$ cat config.mk
export PLATFORM = sky130hd
export DESIGN_NAME = snd_write_sched_flat
export DESIGN_NICKNAME = d
export VERILOG_FILES = /design/src/rtl/snd_write_sched_if.sv /design/src/rtl/snd_write_sched.sv /design/src/flat_wrapper.sv
export SDC_FILE = /design/constraint.sdc
export NUM_CORES = 1
export LEC_CHECK = 0
export ABC_AREA = 1
export CAP_MARGIN = 20
export CORE_MARGIN = 2
export CORE_UTILIZATION = 60
export CTS_BUF_LIST = sky130_fd_sc_hd__clkbuf_8
export DETAILED_ROUTE_END_ITERATION = 8
export GPL_TIMING_DRIVEN = 0
export PLACE_DENSITY = 0.82
export SYNTH_ARGS = -nofsm -noshare
export SYNTH_HDL_FRONTEND = slang
export SYNTH_SLANG_ARGS = --single-unit
export TNS_END_PERCENT = 20
$ cat constraint.sdc
create_clock -name CPUCL -period 3.7 [get_ports CPUCL]
set_clock_uncertainty 0.15 [all_clocks]
set_input_delay 0.74 -clock CPUCL [delete_from_list [all_inputs] [get_ports CPUCL]]
set_output_delay 0.74 -clock CPUCL [all_outputs]
set_load 0.05 [all_outputs]
$ cat src/rtl/snd_write_sched_if.sv
// Bus bundle for snd_write_sched: CPU command port plus PSG chip pins.
// master = CPU/board side, slave = scheduler.
interface snd_write_sched_if;
  logic       CPU_WE;
  logic [7:0] CPU_WD;
  logic       CPU_FULL;
  logic       OVF;
  logic       SN_CS;
  logic       SN_WR;
  logic [7:0] SN_D;
  logic       BUSY;

  modport master (
    output CPU_WE,
    output CPU_WD,
    input  CPU_FULL,
    input  OVF,
    input  SN_CS,
    input  SN_WR,
    input  SN_D,
    input  BUSY
  );

  modport slave (
    input  CPU_WE,
    input  CPU_WD,
    output CPU_FULL,
    output OVF,
    output SN_CS,
    output SN_WR,
    output SN_D,
    output BUSY
  );
endinterface

$ cat src/rtl/snd_write_sched.sv
// PSG write scheduler: 4-deep command FIFO feeding timed SN_CS/SN_WR strobes.
// Ports: CPUCL, reset_n (async low), bus (slave). Option: SND_INIT_MUTE_EN.
module snd_write_sched #(
  parameter int HOLD = 32,
  parameter int GAP  = 4
) (
  input  logic              CPUCL,
  input  logic              reset_n,
  snd_write_sched_if.slave  bus
);

`ifdef SND_INIT_MUTE_EN
  typedef enum logic [1:0] {
    S_INIT  = 2'd0,
    S_IDLE  = 2'd1,
    S_WRITE = 2'd2,
    S_GAP   = 2'd3
  } state_t;
`else
  typedef enum logic [1:0] {
    S_IDLE  = 2'd1,
    S_WRITE = 2'd2,
    S_GAP   = 2'd3
  } state_t;
`endif

  localparam logic [7:0] HOLD_M1 = 8'(HOLD - 1);
  localparam logic [7:0] GAP_M1  = 8'(GAP - 1);

  logic [7:0] mem [4];
  logic [2:0] wr_ptr;
  logic [2:0] rd_ptr;
  logic [2:0] count;
  logic [2:0] count_d;
  logic       full_q;
  logic       ovf_q;
  logic       push;
  logic       pop;
  logic       drop;

  state_t     state_q;
  state_t     state_d;
  logic [7:0] tmr_q;
  logic [7:0] tmr_d;
  logic       cs_q;
  logic       cs_d;
  logic       wr_q;
  logic       wr_d;
  logic [7:0] d_q;
  logic [7:0] d_d;

`ifdef SND_INIT_MUTE_EN
  logic [1:0] idx_q;
  logic [1:0] idx_d;
  logic       mute_q;
  logic       mute_d;
`endif

  function automatic logic [2:0] ptr_inc(
    input logic [2:0] p
  );
    return (p == 3'd3) ? 3'd0 : p + 3'd1;
  endfunction

  // A full FIFO still accepts a byte when the
  // scheduler pops at the same edge.
  assign push = bus.CPU_WE && (!full_q || pop);
  assign drop = bus.CPU_WE && full_q && !pop;

  always_comb begin
    count_d = count;
    unique case ({push, pop})
      2'b10:   count_d = count + 3'd1;
      2'b01:   count_d = count - 3'd1;
      default: count_d = count;
    endcase
  end

  always_ff @(posedge CPUCL or negedge reset_n) begin
    if (!reset_n) begin
      wr_ptr <= 3'd0;
      rd_ptr <= 3'd0;
      count  <= 3'd0;
      full_q <= 1'b0;
      ovf_q  <= 1'b0;
      for (int i = 0; i < 4; i++) begin
        mem[i] <= 8'h00;
      end
    end else begin
      if (push) begin
        mem[wr_ptr[1:0]] <= bus.CPU_WD;
        wr_ptr           <= ptr_inc(wr_ptr);
      end
      if (pop) begin
        rd_ptr <= ptr_inc(rd_ptr);
      end
      count  <= count_d;
      full_q <= (count_d == 3'd4);
      if (drop) begin
        ovf_q <= 1'b1;
      end
    end
  end

  always_comb begin
    state_d = state_q;
    tmr_d   = tmr_q;
    cs_d    = cs_q;
    wr_d    = wr_q;
    d_d     = d_q;
    pop     = 1'b0;
`ifdef SND_INIT_MUTE_EN
    idx_d   = idx_q;
    mute_d  = mute_q;
`endif
    unique case (state_q)
`ifdef SND_INIT_MUTE_EN
      // Mute bytes are 1cc11111: channel idx,
      // attenuation register, volume off.
      S_INIT: begin
        state_d = S_WRITE;
        tmr_d   = HOLD_M1;
        cs_d    = 1'b1;
        wr_d    = 1'b1;
        d_d     = {1'b1, idx_q, 5'h1F};
        idx_d   = idx_q + 2'd1;
        if (idx_q == 2'd3) begin
          mute_d = 1'b0;
        end
      end
`endif
      S_IDLE: begin
        if (count != 3'd0) begin
          pop     = 1'b1;
          state_d = S_WRITE;
          tmr_d   = HOLD_M1;
          cs_d    = 1'b1;
          wr_d    = 1'b1;
          d_d     = mem[rd_ptr[1:0]];
        end
      end
      S_WRITE: begin
        if (tmr_q == 8'd0) begin
          state_d = S_GAP;
          tmr_d   = GAP_M1;
          cs_d    = 1'b0;
          wr_d    = 1'b0;
        end else begin
          tmr_d = tmr_q - 8'd1;
        end
      end
      S_GAP: begin
        if (tmr_q == 8'd0) begin
`ifdef SND_INIT_MUTE_EN
          state_d = mute_q ? S_INIT : S_IDLE;
`else
          state_d = S_IDLE;
`endif
        end else begin
          tmr_d = tmr_q - 8'd1;
        end
      end
      default: state_d = S_IDLE;
    endcase
  end

  always_ff @(posedge CPUCL or negedge reset_n) begin
    if (!reset_n) begin
`ifdef SND_INIT_MUTE_EN
      state_q <= S_INIT;
      idx_q   <= 2'd0;
      mute_q  <= 1'b1;
`else
      state_q <= S_IDLE;
`endif
      tmr_q   <= 8'd0;
      cs_q    <= 1'b0;
      wr_q    <= 1'b0;
      d_q     <= 8'h00;
    end else begin
      state_q <= state_d;
`ifdef SND_INIT_MUTE_EN
      idx_q   <= idx_d;
      mute_q  <= mute_d;
`endif
      tmr_q   <= tmr_d;
      cs_q    <= cs_d;
      wr_q    <= wr_d;
      d_q     <= d_d;
    end
  end

  assign bus.CPU_FULL = full_q;
  assign bus.OVF      = ovf_q;
  assign bus.SN_CS    = cs_q;
  assign bus.SN_WR    = wr_q;
  assign bus.SN_D     = d_q;
  assign bus.BUSY     = !((state_q == S_IDLE)
                       && (count == 3'd0));

endmodule

$ cat src/flat_wrapper.sv
// flat-port wrapper written by rule: the top's interface ports become plain ports
module snd_write_sched_flat 
#(
  parameter int HOLD = 32,
  parameter int GAP  = 4
)
  (CPUCL, reset_n, bus_CPU_WE, bus_CPU_WD, bus_CPU_FULL, bus_OVF, bus_SN_CS, bus_SN_WR, bus_SN_D, bus_BUSY);
  snd_write_sched_if bus_i ();
  input  logic CPUCL;
  input  logic reset_n;
  input wire logic [$bits(bus_i.CPU_WE)-1:0] bus_CPU_WE;
  input wire logic [$bits(bus_i.CPU_WD)-1:0] bus_CPU_WD;
  output wire logic [$bits(bus_i.CPU_FULL)-1:0] bus_CPU_FULL;
  output wire logic [$bits(bus_i.OVF)-1:0] bus_OVF;
  output wire logic [$bits(bus_i.SN_CS)-1:0] bus_SN_CS;
  output wire logic [$bits(bus_i.SN_WR)-1:0] bus_SN_WR;
  output wire logic [$bits(bus_i.SN_D)-1:0] bus_SN_D;
  output wire logic [$bits(bus_i.BUSY)-1:0] bus_BUSY;
  assign bus_i.CPU_WE = bus_CPU_WE;
  assign bus_i.CPU_WD = bus_CPU_WD;
  assign bus_CPU_FULL = bus_i.CPU_FULL;
  assign bus_OVF = bus_i.OVF;
  assign bus_SN_CS = bus_i.SN_CS;
  assign bus_SN_WR = bus_i.SN_WR;
  assign bus_SN_D = bus_i.SN_D;
  assign bus_BUSY = bus_i.BUSY;
  snd_write_sched #(.HOLD(HOLD), .GAP(GAP)) u_core (.CPUCL(CPUCL), .reset_n(reset_n), .bus(bus_i));
endmodule
==> impl_metrics.toml, run 1 <==
[run_status]
outcome = "finished, final reports clean"

[power]
peakVddDrop_mv = 0.5145
p_sw_share_pct = 43.27
p_comb_share_pct = 47.0
p_leak_nw = 1.716
power_frac_seq_pct = 33.9
internal-power_mw = 1.973
clockPowerShare_pct = 19.2
p_sw_mw = 1.505
p_per_area_nw_per_um2 = 966.7

[yosys]
syn_area_um2 = 3044
synth_top_area_share_pct = 50.14
synth_mux_area_share_pct = 0
async_reset_ff_share_pct = 100.0
ys_ff_latch = 62
netlist_top_cells_area = "dfrtp_1 50%, nand2_1 7.8%, nor2_1 6.2%"
synth_cell_types = 31
ys.flop_type = "dfrtp_1"
yosysWarnings = 0
syn-num-nets = 372
synth-xor-area-share_pct = 0.8631
synth-simple-area-share_pct = 20.26
synth_compound_gate_area_share_pct = 14.18
post_synth_inst_count = 347
synth_top_cell_by_area = "dfrtp_1"
synth-edff-count = 0
synth_top_family_by_area = "simple AND/OR/NAND/NOR gates"
seq_area_frac_synth_pct = 51.01
syn_area_per_cell_um2 = 8.773
synth-adder-area-share_pct = 6.001

[critical_path]
reg2reg_to = "u_core.bus.CPU_FULL$_DFF_PN0_"
cp.arrival_ns = 2.05
cp.required_ns = 2.81
r2r_slack_ns = 0.94
crit_type = "flop to output pin"
crit_path_start = "u_core.state_q[1]$_DFFE_PN0P_"
endpoint_kind = "output pin"
r2r_cells = 12
cp_max_fo = 4
r2r_start = "u_core.state_q[0]$_DFFE_PN1P_"
startpoint_type = "flop"

[cells_and_area]
area_delta_synth_final_pct = 18.17
drive_gt1_share_pct = 13.18
final_nets = 407
final_common_cell = "nand2_1"
antenna_cells = 0
utilization_pct = 74.68
final_cell_mix = "63 x nand2_1, 61 x dfrtp_1, 50 x nor2_1"
final_area_um2 = 3597

[clock_network]
clk_latency_ns = 0.35
postCtsHoldBufs = 0
cts-root-buf = "clkbuf_8"
post_cts_resized = 0
htreeDepth = 3
cts.clk_slew.worst_paths_ns = 0.07
cts_sinks = 62
cts_max_path_buffers = 2
cts_tree = "yes"
cts_setup_buffers = 0
cts_made_buffers = 9

[placed_design]
dpl_cell_area_um2 = 3373
hpwlAfterDp_mm = 4.316
routabilityCongestion = 0.7963
port_buffers = 23

[sta]
finalMaxSlewViolations = 0
setup-violations-final = 0
finalHoldViolCount = 0
min_period_ns = 2.937
period_share_pct = 79.37
hold-worst-slack_ns = 0.2784
rsz0062_at_grt = "false"
tightest_slew_ns = 0.6967
timing.slew.headroom_pct = 53.55
fmax_mhz = 340.5

[drt]
post_drt_wl_per_cell_um = 13.87
first_iter_violations = 191
vias = 2433
viasPerCell = 5.359
ant_nets = 0
drc = 0
wl_mm = 6.297
dr.pass1.iters = 4

[floorplanning]
start_util_pct = 63.19
coreArea_um2 = 4817
io_pins = 24
die_x_um = 75.23
row_count = 25
fp.dieH_um = 75.23
fp.dieArea_um2 = 5660

[grt]
grt_use_total_pct = 26.12
grt_pass1_wl_mm = 10.75
grt_antenna_before_repair = 0
grt_overflow = 0
grt_max_degree = 34
grt_pass1_vias = 2337

[hold_path]
hp-class = "input port to asynchronous set/reset pin"

[job]
cap_violations = 0
==> critical path: stages, from the launching register on <==
cell and delay, ns:
dfrtp_1 0.39, inv_1 0.10, ha_1 0.21, nand3_1 0.16, clkdlybuf4s50_1 0.83
==> Yosys cell counts, drive strengths merged (2+ instances only) <==
cell	number
o211ai	3
a31oi	8
clkbuf	2
a21oi	6
nand2	74
dfrtp	61
buf	8
nand3	9
ha	13
xnor2	2
o21ai	58
nor2	54
nand3b	2
inv	40
==> flip-flops by register name, indices dropped and copies added, names as in the netlist <==
| register | count |
|---|---|
| u_core.bus.SN_D | 8 |
| u_core.rd_ptr | 3 |
| u_core.bus.OVF | 1 |
| u_core.tmr_q | 8 |
| u_core.count | 3 |
| u_core.wr_ptr | 3 |
| u_core.bus.SN_CS | 1 |
| u_core.bus.CPU_FULL | 1 |
| u_core.state_q | 2 |
| u_core.mem | 32 |
==> kinds of logic (layout without fill, tap and decap cells) <==
logic type,Yosys count,count (layout)
and+or+nand+nor,141,141
AOI/OAI and AO/OA,77,77
buffers and inverters,50,90
xor gates and xnor gates,3,3
adders and majority gates,14,14
DFF,62,62
==> worst max path at each step <==
stage / end / cells past startpoint / slack [ns]
6_report: bus_BUSY / 4 / 0.76
5_1_grt: bus_BUSY / 4 / 0.65
4_1_cts: bus_BUSY / 4 / 0.75
3_5_place_dp: u_core.bus.CPU_FULL$_DFF_PN0_ / 9 / 0.84
3_3_place_gp: u_core.mem[1]$_DFFE_PN0P_ / 1 / -0.21
2_1_floorplan: u_core.bus.CPU_FULL$_DFF_PN0_ / 11 / 1.34
==> metal layers <==
layer  global-route usage, %  share of wire, %
met4                   14.62               2.1
met5                       0                 0
met3                   4.552               6.7
met2                   39.67                46
met1                   35.82                45
==> power by group through the flow <==
| stage | combinational (mW) | sequential [mW] | clock [mW] |
|---|---|---|---|
| 2_1_floorplan | 1.00 | 1.35 | 0 |
| 4_1_cts | 1.64 | 1.18 | 0.673 |
| 6_report | 1.63 | 1.18 | 0.667 |
| 3_5_place_dp | 1.62 | 1.19 | 0 |
| 5_1_grt | 1.83 | 1.21 | 0.704 |
| 3_3_place_gp | 1.57 | 1.17 | 0 |
==> area by class of cell <==
type | instances | area (um^2)
buffer | 10 | 76.32
clock buffer | 10 | 137.6
clock inverter | 6 | 86.33
fill | 363 | 1220
inverter | 40 | 157.7
multi-input combinational | 235 | 1257
sequential | 62 | 1553
tap | 67 | 83.83
timing repair buffer | 24 | 245.2
==> through the flow <==
stage,setup TNS (ns),setup slack (ns),std cells,power (mW)
2_1_floorplan,0,1.344,347,2.353
5_1_grt,0,0.6545,454,3.743
3_5_place_dp,0,0.8397,438,2.804
6_report,0,0.7633,454,3.478
3_3_place_gp,-12.62,-0.2091,437,2.735
4_1_cts,0,0.7464,454,3.487
Power figures use the tool's default switching activity.
==> run 2: changes to the inputs <==
--- a/config.mk
+++ b/config.mk
@@ -8,11 +8,11 @@
 export ABC_AREA = 1
 export CAP_MARGIN = 20
 export CORE_MARGIN = 2
-export CORE_UTILIZATION = 60
+export CORE_UTILIZATION = 54
 export CTS_BUF_LIST = sky130_fd_sc_hd__clkbuf_8
 export DETAILED_ROUTE_END_ITERATION = 8
 export GPL_TIMING_DRIVEN = 0
-export PLACE_DENSITY = 0.82
+export PLACE_DENSITY = 0.78
 export SYNTH_ARGS = -nofsm -noshare
 export SYNTH_HDL_FRONTEND = slang
 export SYNTH_SLANG_ARGS = --single-unit
==> constraint.sdc (replaced) <==
create_clock -name CPUCL -period 2.45 [get_ports CPUCL]
set_clock_uncertainty 0.15 [all_clocks]
set_input_delay 0.49 -clock CPUCL [delete_from_list [all_inputs] [get_ports CPUCL]]
set_output_delay 0.49 -clock CPUCL [all_outputs]
set_load 0.05 [all_outputs]
==> run 2 against run 1 <==
Against the previous run:
- flip-flop and latch count did not move
- critical path depth rose by 7
- critical path type is now flop to flop
- largest cell class unchanged
- non-clock buffer count rose by 8
- wire length rose by 0.87%
- total power rose by 59%
==> impl_metrics.toml, run 2 (synthesis results as in run 1) <==
[run_status]
outcome = "finished, final reports clean"

[power]
peakVddDrop_mv = 0.7968
p_per_area_nw_per_um2 = 1489
p_leak_nw = 1.780
power.total_mw = 5.539

[placed_design]
hpwlAfterDp_mm = 4.386
routabilityCongestion = 0.7436
dp_cells = 443
port_buffers = 23

[clock_network]
cts-root-buf = "clkbuf_8"
htreeDepth = 3
postCtsHoldBufs = 0
cts_made_buffers = 9
cts_tree = "yes"
cts_sinks = 62
cts.clk_slew.worst_paths_ns = 0.07
clk_latency_ns = 0.33
cts_max_path_buffers = 2

[sta]
period_share_pct = 96.15
finalMaxSlewViolations = 0
finalHoldViolCount = 0
fmax_mhz = 424.5
tightest_slew_ns = 0.7103
timing.slew.headroom_pct = 52.65
setup-violations-final = 0
min_period_ns = 2.356

[cells_and_area]
final_nets = 415
final_cells = 467
drive_gt1_share_pct = 16.20
final_common_cell = "nand2_1"
final_cell_mix = "63 x nand2_1, 61 x dfrtp_1, 50 x nor2_1"
antenna_cells = 0
area_delta_synth_final_pct = 22.24
largest_reg_flops = 32
regMostFlops = "u_core.mem"

[critical_path]
startpoint_type = "flop"
critPathMaxStageDelay_ns = 0.57
crit_type = "flop to flop"
endpoint_kind = "flop"
cp_max_fo = 4
cp.required_ns = 2.55
cp.arrival_ns = 2.46
slowest_stage = "dfstp_2"
cp_cell_sequence = "ha_4, nand2_4, inv_2, buf_6, ha_2, inv_1, fa_2, nand2_1, nand3b_1, xnor2_1, nor3b_2"

[floorplanning]
io_pins = 24
coreArea_um2 = 5473
die_x_um = 79.08
fp.dieH_um = 79.08
row_count = 27
fp.dieArea_um2 = 6254
start_util_pct = 55.62

[drt]
vias = 2416
post_drt_wl_per_cell_um = 13.60
viasPerCell = 5.173
first_iter_violations = 139
drc = 0
dr.pass1.iters = 4
ant_nets = 0
wl_mm = 6.352

[hold_path]
hp-class = "input port to asynchronous set/reset pin"

[grt]
grt_overflow = 0
grt_use_total_pct = 22.69
grt_pass1_vias = 2398
grt_max_degree = 34
grt_pass1_wl_mm = 10.91
grt_antenna_before_repair = 0

[job]
cap_violations = 0
## run 2: cell types whose count changed in the layout (fill, tap and decap cells not counted), moves of 2 or more
| cell | delta |
|---|---|
| inv_2 | +2 |
| clkinvlp_4 | -3 |
| buf_4 | +8 |
| ha_1 | -2 |
## run 2: worst paths after layout
kind	startpoint	end	slack, ns	depth (start not counted)
setup / recovery	u_core.state_q[0]$_DFFE_PN1P_	u_core.bus.CPU_FULL$_DFF_PN0_	0.09	11
hold / removal	reset_n	u_core.count[2]$_DFF_PN0_	0.06	1
setup reg to reg	u_core.state_q[0]$_DFFE_PN1P_	u_core.bus.CPU_FULL$_DFF_PN0_	0.09	11
hold reg to reg	u_core.bus.OVF$_DFFE_PN0P_	u_core.bus.OVF$_DFFE_PN0P_	0.32	1
max in group asynchronous	reset_n	u_core.mem[20]$_DFFE_PN0P_	1.48	2
min in group CPUCL	u_core.bus.OVF$_DFFE_PN0P_	u_core.bus.OVF$_DFFE_PN0P_	0.32	1
## run 2: critical path: cells and delay by family (launching register included)
family | cells | cell delay (ns)
buffers and inverters | 3 | 0.25
flip-flops | 1 | 0.57
XOR/XNOR | 1 | 0.20
AND/OR/NAND/NOR | 4 | 0.44
adder cells (fa/ha/maj) | 3 | 0.66
## run 2: cell type report
cell class	instances	area (um^2)
Clock inverter	5	97.59
Tap cell	72	90.09
Inverter	40	157.7
Timing Repair Buffer	32	304.0
Clock buffer	11	151.4
Multi-Input combinational cell	235	1285
Buffer	10	82.58
Fill cell	460	1752
Sequential cell	62	1553
## run 2: what timing repair did
item | in CTS | in global routing
buffers inserted | 0 | 8
endpoints found under the setup margin | 3 | 4
pin swaps | 0 | 1
gates resized for setup | 6 | 5
## run 2: routing by layer
layer	up-vias	track usage, %	wire length [um]
li1	1205	-	-
met1	1150	27.99	2775
met2	46	37.63	3181
met3	15	5.114	251
met4	0	11.21	144
met5	-	0	0
## run 2: stage by stage
| step | setup TNS, ns | utilization, % | hold WS [ns] | instance area (um^2) | setup slack [ns] |
|---|---|---|---|---|---|
| 6_report | 0 | 67.99 | 0.05514 | 3721 | 0.09427 |
| 5_1_grt | -0.01127 | 67.99 | 0.1046 | 3721 | -0.01127 |
| 4_1_cts | -0.09238 | 66.53 | 0.07462 | 3641 | -0.09238 |
| 3_5_place_dp | -0.2693 | 61.75 | 0.3051 | 3379 | -0.2693 |
| 3_3_place_gp | -78.70 | 61.48 | 0.3003 | 3364 | -1.282 |
| 2_1_floorplan | 0 | - | 0.04441 | 3044 | 0.09413 |
## run 2: power breakdown
part           total [mW]  internal [mW]  leakage [nW]  switching [mW]
logic                2.66           1.03         0.895            1.63
clock network        1.11          0.725         0.132           0.382
registers            1.78           1.49         0.753           0.283
total                5.54           3.25          1.78            2.29
